File: config.mk
export PLATFORM = sky130hd
export DESIGN_NAME = jk_excitation_driver
export DESIGN_NICKNAME = d
export VERILOG_FILES = /design/src/rtl/jk_pkg.sv /design/src/rtl/jk_mismatch_checker.sv /design/src/rtl/jk_excitation_driver.sv
export SDC_FILE = /design/constraint.sdc
export NUM_CORES = 1
export LEC_CHECK = 0
export ABC_AREA = 0
export BUFFER_PORTS_ARGS = -buffer_cell sky130_fd_sc_hd__buf_2
export CAP_MARGIN = 20
export CORE_MARGIN = 5
export CORE_UTILIZATION = 49
export CTS_BUF_LIST = sky130_fd_sc_hd__clkbuf_8 sky130_fd_sc_hd__clkbuf_16
export CTS_CLUSTER_SIZE = 10
export DETAILED_ROUTE_END_ITERATION = 10
export HOLD_SLACK_MARGIN = 0.05
export PLACE_DENSITY = 0.78
export SETUP_SLACK_MARGIN = 0.02
export SLEW_MARGIN = 0
export SYNTH_ARGS = -nofsm -noshare
export SYNTH_HDL_FRONTEND = slang
export SYNTH_SLANG_ARGS = --single-unit
File: constraint.sdc
create_clock -name i_clk -period 1.99 [get_ports i_clk]
set_clock_uncertainty 0.2 [all_clocks]
set_input_delay 0.398 -clock i_clk [delete_from_list [all_inputs] [get_ports i_clk]]
set_output_delay 0.398 -clock i_clk [all_outputs]
set_load 0.005 [all_outputs]
File: src/rtl/jk_pkg.sv
// Shared types and the JK excitation helper for the JK excitation driver.
package jk_pkg;

  localparam int unsigned WORD_W_DEFAULT = 8;

  typedef enum logic [1:0] {
    StInit  = 2'd0,
    StIdle  = 2'd1,
    StDrive = 2'd2
  } jk_state_e;

  // Returns {J, K} that moves a JK flip-flop from q to t; dc fills the don't-care slot.
  function automatic logic [1:0] jk_excite(input logic q, input logic t, input logic dc);
    logic [1:0] jk;
    jk = 2'b00;
    unique case ({q, t})
      2'b00: jk = {1'b0, dc};
      2'b01: jk = {1'b1, dc};
      2'b10: jk = {dc, 1'b1};
      2'b11: jk = {dc, 1'b0};
      default: jk = 2'b00;
    endcase
    return jk;
  endfunction

endpackage

File: src/rtl/jk_mismatch_checker.sv
// Compares flip-flop feedback against the driver's Q model; sticky flag plus saturating count.
module jk_mismatch_checker #(
  parameter int unsigned CNT_W = 8
) (
  input  logic             i_clk,
  input  logic             i_rst,
  input  logic             i_en,
  input  logic             i_q_fb,
  input  logic             i_q_model,
  output logic             o_mismatch,
  output logic [CNT_W-1:0] o_err_count
);

  logic             r_mismatch;
  logic [CNT_W-1:0] r_count;
  logic             w_miss;

  assign w_miss = i_en && (i_q_fb != i_q_model);

  always_ff @(posedge i_clk) begin
    if (i_rst) begin
      r_mismatch <= 1'b0;
      r_count    <= '0;
    end else if (w_miss) begin
      r_mismatch <= 1'b1;
      if (r_count != '1) begin
        r_count <= r_count + 1'b1;
      end
    end
  end

  assign o_mismatch  = r_mismatch;
  assign o_err_count = r_count;

endmodule

File: src/rtl/jk_excitation_driver.sv
// Serialises target words LSB-first into registered J/K drive for a downstream JK flip-flop.
// Optional feedback checking is enabled with the JKD_CHECK_EN macro.
module jk_excitation_driver
  import jk_pkg::*;
#(
  parameter int unsigned WORD_W = WORD_W_DEFAULT,
  parameter int unsigned DC_ONE = 0,
  parameter int unsigned CNT_W  = 8
) (
  input  logic              i_clk,
  input  logic              i_rst,
  input  logic [WORD_W-1:0] i_in_data,
  input  logic              i_in_valid,
  output logic              o_in_ready,
  output logic              o_j,
  output logic              o_k,
  output logic              o_busy,
  input  logic              i_q_fb,
  output logic              o_mismatch,
  output logic [CNT_W-1:0]  o_err_count
);

  localparam int unsigned      IDX_W    = $clog2(WORD_W);
  localparam logic [IDX_W-1:0] LAST_IDX = IDX_W'(WORD_W - 1);
  localparam logic             DC_BIT   = (DC_ONE != 0);

  jk_state_e         r_state, w_state_d;
  logic [WORD_W-1:0] r_shift, w_shift_d;
  logic [IDX_W-1:0]  r_idx, w_idx_d;
  logic              r_j, w_j_d;
  logic              r_k, w_k_d;
  logic              r_q_model, w_q_model_d;
  logic              w_last;
  logic              w_accept;

  // r_shift[0] is always the bit whose J/K are currently on the outputs.
  assign w_last     = (r_state == StDrive) && (r_idx == LAST_IDX);
  assign o_in_ready = (r_state == StIdle) || w_last;
  assign w_accept   = i_in_valid && o_in_ready;
  assign o_busy     = (r_state != StIdle);

  always_comb begin
    w_state_d   = r_state;
    w_shift_d   = r_shift;
    w_idx_d     = r_idx;
    w_q_model_d = r_q_model;
    w_j_d       = 1'b0;
    w_k_d       = 1'b0;
    unique case (r_state)
      StInit: begin
        w_state_d = StIdle;
      end
      StIdle: begin
        if (w_accept) begin
          w_state_d      = StDrive;
          w_shift_d      = i_in_data;
          w_idx_d        = '0;
          {w_j_d, w_k_d} = jk_excite(r_q_model, i_in_data[0], DC_BIT);
        end
      end
      StDrive: begin
        // The flip-flop takes the current bit on this edge.
        w_q_model_d = r_shift[0];
        if (!w_last) begin
          w_shift_d      = r_shift >> 1;
          w_idx_d        = r_idx + 1'b1;
          {w_j_d, w_k_d} = jk_excite(r_shift[0], r_shift[1], DC_BIT);
        end else if (w_accept) begin
          w_shift_d      = i_in_data;
          w_idx_d        = '0;
          {w_j_d, w_k_d} = jk_excite(r_shift[0], i_in_data[0], DC_BIT);
        end else begin
          w_state_d = StIdle;
        end
      end
      default: begin
        w_state_d = StInit;
      end
    endcase
  end

  // INIT drives J=0,K=1 to clear the reset-less flip-flop.
  always_ff @(posedge i_clk) begin
    if (i_rst) begin
      r_state   <= StInit;
      r_shift   <= '0;
      r_idx     <= '0;
      r_j       <= 1'b0;
      r_k       <= 1'b1;
      r_q_model <= 1'b0;
    end else begin
      r_state   <= w_state_d;
      r_shift   <= w_shift_d;
      r_idx     <= w_idx_d;
      r_j       <= w_j_d;
      r_k       <= w_k_d;
      r_q_model <= w_q_model_d;
    end
  end

  assign o_j = r_j;
  assign o_k = r_k;

`ifdef JKD_CHECK_EN
  logic w_chk_en;
  assign w_chk_en = (r_state != StInit);

  jk_mismatch_checker #(
    .CNT_W(CNT_W)
  ) u_checker (
    .i_clk      (i_clk),
    .i_rst      (i_rst),
    .i_en       (w_chk_en),
    .i_q_fb     (i_q_fb),
    .i_q_model  (r_q_model),
    .o_mismatch (o_mismatch),
    .o_err_count(o_err_count)
  );
`else
  logic w_unused_q_fb;
  assign w_unused_q_fb = i_q_fb;
  assign o_mismatch    = 1'b0;
  assign o_err_count   = '0;
`endif

endmodule

==> impl_results.md <==
- Worst slack on hold paths: 0.218 ns
- RSZ-0062 raised after global routing: no
- CTS Buf Count: 3
- Maximum VDD drop: roughly 0.7 mV
- PwrDens: about 900 nW/µm²
- Clk slew on worst S/H paths: 0.06 ns
- Fmax: around 540 MHz
- First-pass GRT wire length: 2880 µm
- PortBufs: 14
- Share of layout cells above drive strength 1: 0.217
- CTS Hold Buffers Added: 0
- Die span in x: between 50 and 60 µm
- TritonRoute pass-1 iters: 6
- Netlist cell types: 29
- Pin count of the biggest net entering global routing: 17
- Cell Rows: 15
- Root Driver: clkbuf_8
- Nets: 140
- Lkg Pwr: approximately 0.45 nW
- Critical path type: reg -> out
- Seq/Total Area, Yosys: 0.368
- Outcome: finished, final reports clean
- Hpwl dp: approximately 1200 µm
- Clk buf depth: 2
- CP arrival: roughly 1.3 ns
- Max H-tree Level: 1
- Initial antenna violation count: 0
- Layout fillers: 157
- Routability-driven placement congestion ratio: approximately 0.83
- Vias: 746
- Crit. End Element: output pin
- HP Class: in -> reg
- Post-Synthesis Cell Area: between 800 and 900 µm²
- Slowest cell on crit path: dfxtp_1
- Critical Path Source Type: register
- Crit Path Max Fanout: 7
- Core area: about 1700 µm²
- DRT antenna net count: 0
- Storage element area: between 300 and 400 µm²
- Data required, critical path: about 1.4 ns
- Final worst path period share: 0.938
- Fin. Hold Viols: 0
- Top Ports: 25
- Synth Instances: about 110
- Initial Utilization: 0.509
- GRT Total Usage: 0.141
- Routed vias/inst: roughly 5
- CP bufs+invs: 1
- Multi-input logic area: about 520 µm²
- Max_cap viols: 0
- Clk sink count: 16
- DRT iter0 DRCs: 32
- CP top delay family: adder cells
- DRC: 0
- Die Y: 52.1 µm
- Vias in the first global route: about 690
- Routed wire length: roughly 1800 µm
- Cells along the critical path: ha_1 > ha_4 > nand2_2 > nand2_1 > buf_2
- Die area: roughly 2700 µm²
- # diodes: 0
- Average wire per standard cell: between 10 and 15 µm
- #FFs+latches synth: 16
- Post-layout min period: approximately 1.9 ns
- Gr ovfl total: 0
- Ys Warns: 0
- Max Slew Vio Count: 0
- Syn Area/Cell: 8.13 µm²
- Total Neg Setup Slack: 0 ns
- Syn-to-layout area delta: 15.1%
- CTS tree: done
- Max incr delay on CP: between 0.3 and 0.4 ns
- Clock latency at the later pin of the worst-skew pair: between 0.2 and 0.25 ns
- # setup viols final: 0
state kept, by name, indices dropped and copies added, names as in the netlist:
name / count
o_j: 1
r_shift: 8
o_k: 1
r_q_model: 1
r_state: 2
r_idx: 3
where the power goes:
group	leakage (nW)	internal, mW	switching [mW]
clock	0.0216	0.134	0.0988
combinational	0.299	0.119	0.163
sequential	0.131	0.360	0.0300
total	0.451	0.612	0.292
layer usage:
metal / wire length [µm] / vias up / track usage
met3: 129 / 4 / 0.0258
met5: 0 / - / 0
met1: 804 / 340 / 0.162
met4: 17 / 0 / 0.0742
met2: 812 / 28 / 0.243
li1: - / 374 / -
layout by cell type, fill, tap and decap left out, types with 4 or more instances in the layout:
cell type	count
nor4_1	6
conb_1	9
dfxtp_1	15
nand2_1	4
nor2_1	30
buf_2	14
worst register-to-register path, delay by kind of cell, from the launching register on:
family          cells  cell delay (ns)
fa+ha+maj           2             0.42
compound gates      2             0.48
flops               1             0.33
simple gates        2             0.27
synthesized netlist by cell type (all sizes together):
library cell,n,area share
nor2,30,0.13
dfxtp,16,0.37
buf,10,0.086
ha,6,0.086
nand2,6,0.029
nor4,6,0.043
inv,4,0.017
a21oi,3,0.017
a22oi,3,0.026
clkbuf,2,0.0086
mux2i,2,0.023
nand2b,2,0.014
nand3b,2,0.032
nor3,2,0.012
o21ai,2,0.016
a211oi,1,0.0086
a21o,1,0.0086
a222oi,1,0.012
a2bb2oi,1,0.010
a31oi,1,0.0072
conb,1,0.0043
nand4,1,0.0072
nor3b,1,0.0086
nor4b,1,0.010
o21a,1,0.0086
o22ai,1,0.0072
path summary, 6_finish.rpt:
path | slack, ns | depth (start not counted) | startpoint | end
hold / removal | 0.22 | 3 | i_in_data[7] | r_shift[7]$_SDFFE_PP0P_
setup / recovery | 0.12 | 5 | r_idx[0]$_SDFFE_PP0P_ | o_in_ready
setup reg to reg | 0.18 | 6 | r_idx[0]$_SDFFE_PP0P_ | r_shift[0]$_SDFFE_PP0P_
hold reg to reg | 0.29 | 2 | r_shift[5]$_SDFFE_PP0P_ | r_shift[5]$_SDFFE_PP0P_
what timing repair did:
| action | CTS | global route |
|---|---|---|
| resized for setup | 2 | 7 |
| buffers inserted | 0 | 0 |
| endpoints found under the hold margin | 0 | 0 |
| endpoints found under the setup margin | 1 | 7 |
per-stage QoR:
stage | area [µm²] | total power [mW] | util | instances | setup WS [ns]
4_1_cts | 965 | 0.884 | 0.565 | 145 | 0.0265
3_3_place_gp | 918 | 0.633 | 0.538 | 142 | 0.110
3_5_place_dp | 918 | 0.643 | 0.538 | 142 | 0.0677
5_1_grt | 1000 | 0.965 | 0.586 | 145 | 0.0303
2_1_floorplan | 900 | 0.591 | - | 115 | 0.231
6_report | 1000 | 0.904 | 0.586 | 145 | 0.123
area by class of cell:
cell class	count	share of cell area
multi-input combinational	83	0.521
clock buffer	3	0.0413
tap	25	0.0313
inverter	4	0.0150
timing repair buffer	14	0.0700
sequential	16	0.321
cell families (layout without fill, tap and decap cells):
logic type / after synthesis / in the layout / share of synthesized area
AND/OR/NAND/NOR: 51 / 51 / 0.285
other: 1 / 9 / 0.00431
multiplexers: 2 / 2 / 0.0230
buffers and inverters: 16 / 21 / 0.112
flip-flops: 16 / 16 / 0.368
AO/OA/AOI/OAI: 15 / 15 / 0.121
adder cells (fa/ha/maj): 6 / 6 / 0.0863
Note: power is estimated with default switching activity, not from simulation.
